<file path="src/rtl/alu_pkg.sv">
// Shared definitions for the operand loader and the downstream ALU.
//
// Contents:
//   ALU_DATA_W / ALU_OP_W : default operand and opcode widths
//   loader_state_e        : operand loader FSM encoding (also drives the LEDs)
//   OPC_*                 : ALU opcode values, decoded by the downstream ALU
package alu_pkg;

    localparam int ALU_DATA_W = 8;
    localparam int ALU_OP_W   = 6;

    // Operand loader FSM states. The encoding is visible on the LEDs, so it is fixed.
    typedef enum logic [1:0] {
        ST_IDLE   = 2'd0,
        ST_HAVE_A = 2'd1,
        ST_HAVE_B = 2'd2,
        ST_READY  = 2'd3
    } loader_state_e;

    // ALU opcodes, 6 bits wide (funct-style encoding).
    localparam logic [ALU_OP_W-1:0] OPC_ADD  = 6'h20;
    localparam logic [ALU_OP_W-1:0] OPC_ADDU = 6'h21;
    localparam logic [ALU_OP_W-1:0] OPC_SUB  = 6'h22;
    localparam logic [ALU_OP_W-1:0] OPC_SUBU = 6'h23;
    localparam logic [ALU_OP_W-1:0] OPC_AND  = 6'h24;
    localparam logic [ALU_OP_W-1:0] OPC_OR   = 6'h25;
    localparam logic [ALU_OP_W-1:0] OPC_XOR  = 6'h26;
    localparam logic [ALU_OP_W-1:0] OPC_NOR  = 6'h27;
    localparam logic [ALU_OP_W-1:0] OPC_SLT  = 6'h2A;

endpackage

</file>
<file path="src/rtl/button_debouncer.sv">
// Conditions one raw push-button into a single-cycle press pulse.
//
// Ports:
//   clk     in  system clock, rising edge
//   rst_n   in  synchronous active-low reset
//   btn_raw in  raw bouncing button, asynchronous to clk
//   pulse   out one-cycle pulse on each accepted rising edge of the button
//
// The raw level goes through a 2-FF synchronizer. A counter measures how long
// the synchronized level has disagreed with the accepted level; after
// DEBOUNCE_CYCLES consecutive disagreeing samples the accepted level flips.
// A clean press therefore produces its pulse 2 + DEBOUNCE_CYCLES cycles later.
module button_debouncer #(
    parameter int DEBOUNCE_CYCLES = 500000
) (
    input  logic clk,
    input  logic rst_n,
    input  logic btn_raw,
    output logic pulse
);

    localparam int CNT_W = $clog2(DEBOUNCE_CYCLES);
    localparam logic [CNT_W-1:0] CNT_LAST = CNT_W'(DEBOUNCE_CYCLES - 1);

    logic             sync1_q, sync2_q;
    logic             level_q, level_d;
    logic             level_prev_q;
    logic [CNT_W-1:0] cnt_q, cnt_d;
    logic [1:0]       settle_q;
    logic             armed_q, armed_d;

    always_comb begin
        cnt_d   = cnt_q;
        level_d = level_q;
        if (sync2_q == level_q) begin
            cnt_d = '0;
        end else if (cnt_q == CNT_LAST) begin
            cnt_d   = '0;
            level_d = sync2_q;
        end else begin
            cnt_d = cnt_q + CNT_W'(1);
        end
        // A button already held at reset release must not produce a pulse.
        // Pulses are enabled only once the synchronizer has refilled and the
        // button has been seen released with the accepted level low.
        armed_d = armed_q | (settle_q[1] & ~level_q & ~sync2_q);
    end

    always_ff @(posedge clk) begin
        if (!rst_n) begin
            sync1_q      <= 1'b0;
            sync2_q      <= 1'b0;
            level_q      <= 1'b0;
            level_prev_q <= 1'b0;
            cnt_q        <= '0;
            settle_q     <= 2'b00;
            armed_q      <= 1'b0;
        end else begin
            sync1_q      <= btn_raw;
            sync2_q      <= sync1_q;
            level_q      <= level_d;
            level_prev_q <= level_q;
            cnt_q        <= cnt_d;
            settle_q     <= {settle_q[0], 1'b1};
            armed_q      <= armed_d;
        end
    end

    assign pulse = armed_q & level_q & ~level_prev_q;

endmodule

</file>
<file path="src/rtl/operand_loader.sv">
// Front-end for the ALU/adder datapath: latches operand A, operand B and the
// opcode from the switch bank in response to debounced button presses.
//
// Ports:
//   clk    in  system clock, rising edge
//   rst_n  in  synchronous active-low reset
//   sw     in  raw switch bank (DATA_W), asynchronous to clk
//   btn_a  in  raw button, load A (restarts the transaction)
//   btn_b  in  raw button, load B
//   btn_op in  raw button, load opcode
//   A, B   out latched operands (drive the adder inputs directly)
//   OP     out latched opcode, sw[OP_W-1:0]
//   valid  out high while A, B and OP are all loaded
//   state  out current FSM state (IDLE=0, HAVE_A=1, HAVE_B=2, READY=3)
//
// valid is a plain level with no ready: downstream logic may use A/B/OP in any
// cycle valid is high, and loses them only when a new A press restarts the
// sequence or reset is applied. B and OP may be re-entered while READY.
module operand_loader
    import alu_pkg::*;
#(
    parameter int DATA_W          = ALU_DATA_W,
    parameter int OP_W            = ALU_OP_W,
    parameter int DEBOUNCE_CYCLES = 500000
) (
    input  logic              clk,
    input  logic              rst_n,
    input  logic [DATA_W-1:0] sw,
    input  logic              btn_a,
    input  logic              btn_b,
    input  logic              btn_op,
    output logic [DATA_W-1:0] A,
    output logic [DATA_W-1:0] B,
    output logic [OP_W-1:0]   OP,
    output logic              valid,
    output logic [1:0]        state
);

    logic              pa, pb, pop;
    logic [DATA_W-1:0] sw_s1_q, sw_sync_q;

    loader_state_e     state_q, state_d;
    logic [DATA_W-1:0] a_q, a_d;
    logic [DATA_W-1:0] b_q, b_d;
    logic [OP_W-1:0]   op_q, op_d;
    logic              valid_q, valid_d;

    button_debouncer #(.DEBOUNCE_CYCLES(DEBOUNCE_CYCLES)) u_deb_a (
        .clk     (clk),
        .rst_n   (rst_n),
        .btn_raw (btn_a),
        .pulse   (pa)
    );

    button_debouncer #(.DEBOUNCE_CYCLES(DEBOUNCE_CYCLES)) u_deb_b (
        .clk     (clk),
        .rst_n   (rst_n),
        .btn_raw (btn_b),
        .pulse   (pb)
    );

    button_debouncer #(.DEBOUNCE_CYCLES(DEBOUNCE_CYCLES)) u_deb_op (
        .clk     (clk),
        .rst_n   (rst_n),
        .btn_raw (btn_op),
        .pulse   (pop)
    );

    // Switches only need a plain 2-FF synchronizer: they are sampled long
    // after they settle, because a press takes DEBOUNCE_CYCLES to register.
    always_ff @(posedge clk) begin
        if (!rst_n) begin
            sw_s1_q   <= '0;
            sw_sync_q <= '0;
        end else begin
            sw_s1_q   <= sw;
            sw_sync_q <= sw_s1_q;
        end
    end

    // Only the highest-priority pulse acts (pa > pb > pop); the rest are dropped.
    always_comb begin
        state_d = state_q;
        a_d     = a_q;
        b_d     = b_q;
        op_d    = op_q;
        valid_d = valid_q;
        if (pa) begin
            a_d     = sw_sync_q;
            state_d = ST_HAVE_A;
            valid_d = 1'b0;
        end else if (pb) begin
            case (state_q)
                ST_HAVE_A: begin
                    b_d     = sw_sync_q;
                    state_d = ST_HAVE_B;
                end
                ST_READY: begin
                    b_d = sw_sync_q;
                end
                default: ;
            endcase
        end else if (pop) begin
            case (state_q)
                ST_HAVE_B: begin
                    op_d    = sw_sync_q[OP_W-1:0];
                    state_d = ST_READY;
                    valid_d = 1'b1;
                end
                ST_READY: begin
                    op_d = sw_sync_q[OP_W-1:0];
                end
                default: ;
            endcase
        end
    end

    always_ff @(posedge clk) begin
        if (!rst_n) begin
            state_q <= ST_IDLE;
            a_q     <= '0;
            b_q     <= '0;
            op_q    <= '0;
            valid_q <= 1'b0;
        end else begin
            state_q <= state_d;
            a_q     <= a_d;
            b_q     <= b_d;
            op_q    <= op_d;
            valid_q <= valid_d;
        end
    end

    assign A     = a_q;
    assign B     = b_q;
    assign OP    = op_q;
    assign valid = valid_q;
    assign state = state_q;

endmodule
</file>
<file path="config.mk">
export PLATFORM = sky130hd
export DESIGN_NAME = operand_loader
export DESIGN_NICKNAME = d
export VERILOG_FILES = /design/src/rtl/alu_pkg.sv /design/src/rtl/button_debouncer.sv /design/src/rtl/operand_loader.sv
export SDC_FILE = /design/constraint.sdc
export NUM_CORES = 1
export LEC_CHECK = 0
export CORE_MARGIN = 2
export CORE_UTILIZATION = 58
export CTS_BUF_LIST = sky130_fd_sc_hd__clkbuf_2 sky130_fd_sc_hd__clkbuf_4 sky130_fd_sc_hd__clkbuf_8
export CTS_CLUSTER_SIZE = 20
export DETAILED_ROUTE_END_ITERATION = 16
export PLACE_DENSITY = 0.82
export SETUP_SLACK_MARGIN = 0.5
export SLEW_MARGIN = 10
export SYNTH_ARGS = -nofsm -noshare
export SYNTH_HDL_FRONTEND = slang
export SYNTH_SLANG_ARGS = --single-unit
</file>
<file path="constraint.sdc">
create_clock -name clk -period 2.5 [get_ports clk]
set_input_delay 0.375 -clock clk [delete_from_list [all_inputs] [get_ports clk]]
set_output_delay 0.375 -clock clk [all_outputs]
set_load 0.005 [all_outputs]
</file>
==> impl_summary.log <==
INFO  metric status = finished clean
INFO  metric finClkSkew = 0.0150 ns
INFO  metric worst_pin_slew = 0.892 ns
INFO  metric number_of_flip_flops_and_latches_in_the_synthesized_netlist = 115
INFO  metric worstReg2RegEnd = u_deb_a.cnt_q[18]
INFO  metric tritoncts.num_buffers = 17
INFO  metric clock_share_of_power = 47.6%
INFO  metric port-buffer-count = 37
INFO  metric synth.yosys.seq_area_share = 52.0%
INFO  metric ys.warnings.count = 0
INFO  metric finalNetCount = 545
INFO  metric drt-wirelength-per-cell = 13.7 um
INFO  metric clk_transition_reported_paths = 0.07 ns
INFO  metric setup_ws = 0.574 ns
INFO  metric leakage = 1.76 nW
INFO  metric first_global_vias = 3372
INFO  metric io_pins = 38
INFO  metric dominantRegCellSynth = dfxtp_1
INFO  metric largest_net_degree_at_the_start_of_global_routing = 30
INFO  metric dpl_cell_area = 4900 um^2
INFO  metric cts_max_level = 4
INFO  metric initial_utilization = 60.4%
INFO  metric multi_input_comb_area = 2050 um^2
INFO  metric place.detailed.hpwl = 5.81 mm
INFO  metric vias_per_cell = 5.41
INFO  metric max_freq = 519 MHz
INFO  metric worstHoldPathType = flip-flop to flip-flop
INFO  metric numClockSinks = 115
INFO  metric preCtsSetupSlack = 0.449 ns
INFO  metric synth-async-reset-ratio = 0%
INFO  metric p_sw_share = 21.1%
INFO  metric synth_largest_area_cell = dfxtp_1
INFO  metric postSynthNetCount = 498
INFO  metric cts_root_buf = clkbuf_8
INFO  metric power.internal = 2.91 mW
INFO  metric post_synth_instance_area = 4430 um^2
INFO  metric grt_antenna_before_repair = 0
INFO  metric most_frequent_standard_cell_in_the_layout_excluding_fill_and_tap_cells = dfxtp_1
INFO  metric min_delay_worst_endpoint = sw_sync_q[1]
INFO  metric drt_initial_violations = 117
INFO  metric fin_area = 5370 um^2
INFO  metric criticalPathCategory = flip-flop to flip-flop
INFO  metric synth_area_per_inst = 9.19 um^2
INFO  metric gp_routability_congestion = 0.808
INFO  metric synth_enable_flop_cells = 0
INFO  metric hold_start = sw_s1_q[1]
INFO  metric grt_usage = 22.2%
INFO  metric final_setup_violation_count = 0
INFO  metric power.ir.vdd_worst = 554 uV
INFO  metric share_seq_of_total_power = 50.6%
INFO  metric layout-drive-gt1-share = 9.41%
INFO  metric r2r_slack = 0.57 ns
INFO  metric critical_path.endpoint_type = flip-flop
INFO  metric time_the_worst_path_needs_with_i_o_delays_and_setup = 1.93 ns
INFO  metric timing.rr.start = u_deb_a.cnt_q[1]
INFO  metric crit_path_start_kind = flip-flop
INFO  metric synth.top_cell.area_share = 52.0%
INFO  metric timing.final.max_slew_violations = 0
INFO  metric power.switching = 0.779 mW
INFO  metric clock_tree_from_tritoncts = done
INFO  metric worstPathArrival = 2.26 ns
INFO  metric ys_types = 34
INFO  metric aggregate_global_routing_overflow = 0
INFO  metric placement_rows = 31
INFO  metric max-clock-path-buffers = 2
INFO  metric die-height = 91.4 um
INFO  metric fin_hold_ws = 0.433 ns
INFO  metric finalCritPeriodShare = 77.1%
INFO  metric antenna_left = 0
INFO  metric detailroute.via_count = 3469
INFO  metric nFillCells = 512
INFO  metric wl = 8.79 mm
INFO  metric hold_viol_final = 0
INFO  metric floorplan_core_area = 7330 um^2
INFO  metric setup_tns = 0 ns
INFO  metric setup_repair_after_global_routing_missed_its_margin = no
INFO  metric power.combinational.fraction = 1.8%
INFO  metric min_path_cells = 1
INFO  metric largest_fanout_on_the_critical_path = 5
INFO  metric detailedRoute.firstPassIterationCount = 5
INFO  metric reg2reg_depth = 5
INFO  metric dieArea = 8350 um^2
INFO  metric insertion_delay = 0.41 ns
INFO  metric register_area = 2300 um^2
INFO  metric n_antenna_cell = 0
INFO  metric syn-instance-count = 482
INFO  metric max_cap_viol_count = 0
INFO  metric syn2layout_area_growth = 21.2%
INFO  metric slew_headroom = 40.4%
INFO  metric power-per-cell-area = 687 nW/um^2
INFO  metric most-common-layout-cells = 114 x dfxtp_1, 71 x nor2_1, 42 x nand2_1, 37 x clkdlybuf4s50_1, 32 x a21oi_1
INFO  metric yosys-top-cells-area = dfxtp_1 52%, nor2_1 6.0%, xnor2_1 4.2%
INFO  metric timing.critical_path.required = 2.84 ns
INFO  metric drc_errors = 0
INFO  metric fp.dieW = 91.4 um
INFO  metric grt_first_pass_wirelength = 15.1 mm
-- Yosys cell counts (4+ instances only) --
| master | n |
|---|---|
| nand2_1 | 42 |
| or3_1 | 13 |
| nor3_1 | 6 |
| a21oi_1 | 32 |
| and4_1 | 4 |
| nor4_1 | 5 |
| xor2_1 | 17 |
| nor2_1 | 71 |
| inv_1 | 10 |
| nand4_1 | 14 |
| and3_1 | 5 |
| o21ai_0 | 13 |
| xnor2_1 | 21 |
| dfxtp_1 | 115 |
| nand3_1 | 14 |
| mux2i_1 | 14 |
| o31ai_1 | 7 |
| nor4b_1 | 7 |
| and2_1 | 27 |
| or4_1 | 11 |
| clkbuf_1 | 14 |
-- per-layer routing --
layer  up-vias  track usage [%]  share of wire, %
met5         -                0                 0
met4         0             7.45               1.8
met3        14             7.22               3.0
met2        62             38.0                50
met1      1641             26.2                45
li1       1752                -                 -
-- flip-flops by register name, summed over array words and instances (netlist names), 2 cells and up --
register	count
sw_sync_q	8
sw_s1_q	8
OP	6
A	8
u_deb_a.cnt_q	19
u_deb_b.cnt_q	19
state	2
u_deb_op.cnt_q	19
B	8
-- what timing repair did --
item | in CTS | in global routing
buffers inserted | 1 | 1
hold buffers | 0 | 0
pin swaps | 1 | 0
resized for setup | 1 | 7
gates cloned | 0 | 0
endpoints found under the setup margin | 2 | 22
-- critical path: stages (launching register included) --
cell and delay, ns:
dfxtp_1 0.39, ha_4 0.18, nand4_1 0.17, or3_4 0.47
or4_1 0.48, a21oi_1 0.17
-- cells by family (layout without fill, tap and decap cells) --
family / Yosys count / in the layout / synth area share [%]
adders and majority gates: 3 / 3 / 0.848
AOI/OAI and AO/OA: 55 / 55 / 6.86
buffers and inverters: 28 / 88 / 2.46
muxes: 14 / 14 / 3.16
DFF: 115 / 115 / 52.0
xor gates and xnor gates: 38 / 38 / 7.51
and+or+nand+nor: 229 / 229 / 27.2
-- metrics by stage --
| stage | std cells | power, mW | utilization, % |
|---|---|---|---|
| after floorplan | 482 | 1.94 | - |
| after global placement | 607 | 1.97 | 66.9 |
| after detailed placement | 607 | 1.97 | 66.9 |
| after CTS | 640 | 3.71 | 72.7 |
| after global routing | 641 | 3.81 | 73.2 |
| final | 641 | 3.69 | 73.2 |
-- power by group through the flow --
stage | sequential (mW) | combinational [mW] | clock [mW]
6_report | 1.87 | 0.0666 | 1.75
5_1_grt | 1.87 | 0.0736 | 1.87
4_1_cts | 1.87 | 0.0668 | 1.78
3_5_place_dp | 1.91 | 0.0662 | 0
3_3_place_gp | 1.91 | 0.0645 | 0
2_1_floorplan | 1.90 | 0.0355 | 0
-- layout make-up --
type	instances	share of cell area, %
flip-flops and latches	115	42.9
repair buffers	45	8.02
multi-input cells	339	38.3
well taps	99	2.31
clock inverters	13	2.98
clock buffers	19	4.75
inverters	11	0.769
-- how the worst max path moves through the flow --
stage	startpoint	end	slack [ns]	depth (start not counted)
6_report	u_deb_a.cnt_q[1]	u_deb_a.cnt_q[18]	0.57	5
5_1_grt	u_deb_a.cnt_q[1]	u_deb_a.cnt_q[18]	0.49	5
4_1_cts	u_deb_op.cnt_q[5]	u_deb_op.cnt_q[15]	0.51	4
3_5_place_dp	rst_n	B[0]	0.45	3
3_3_place_gp	rst_n	OP[1]	0.50	3
2_1_floorplan	u_deb_a.cnt_q[0]	u_deb_a.cnt_q[16]	0.62	6
(Power assumes the default switching activity.)
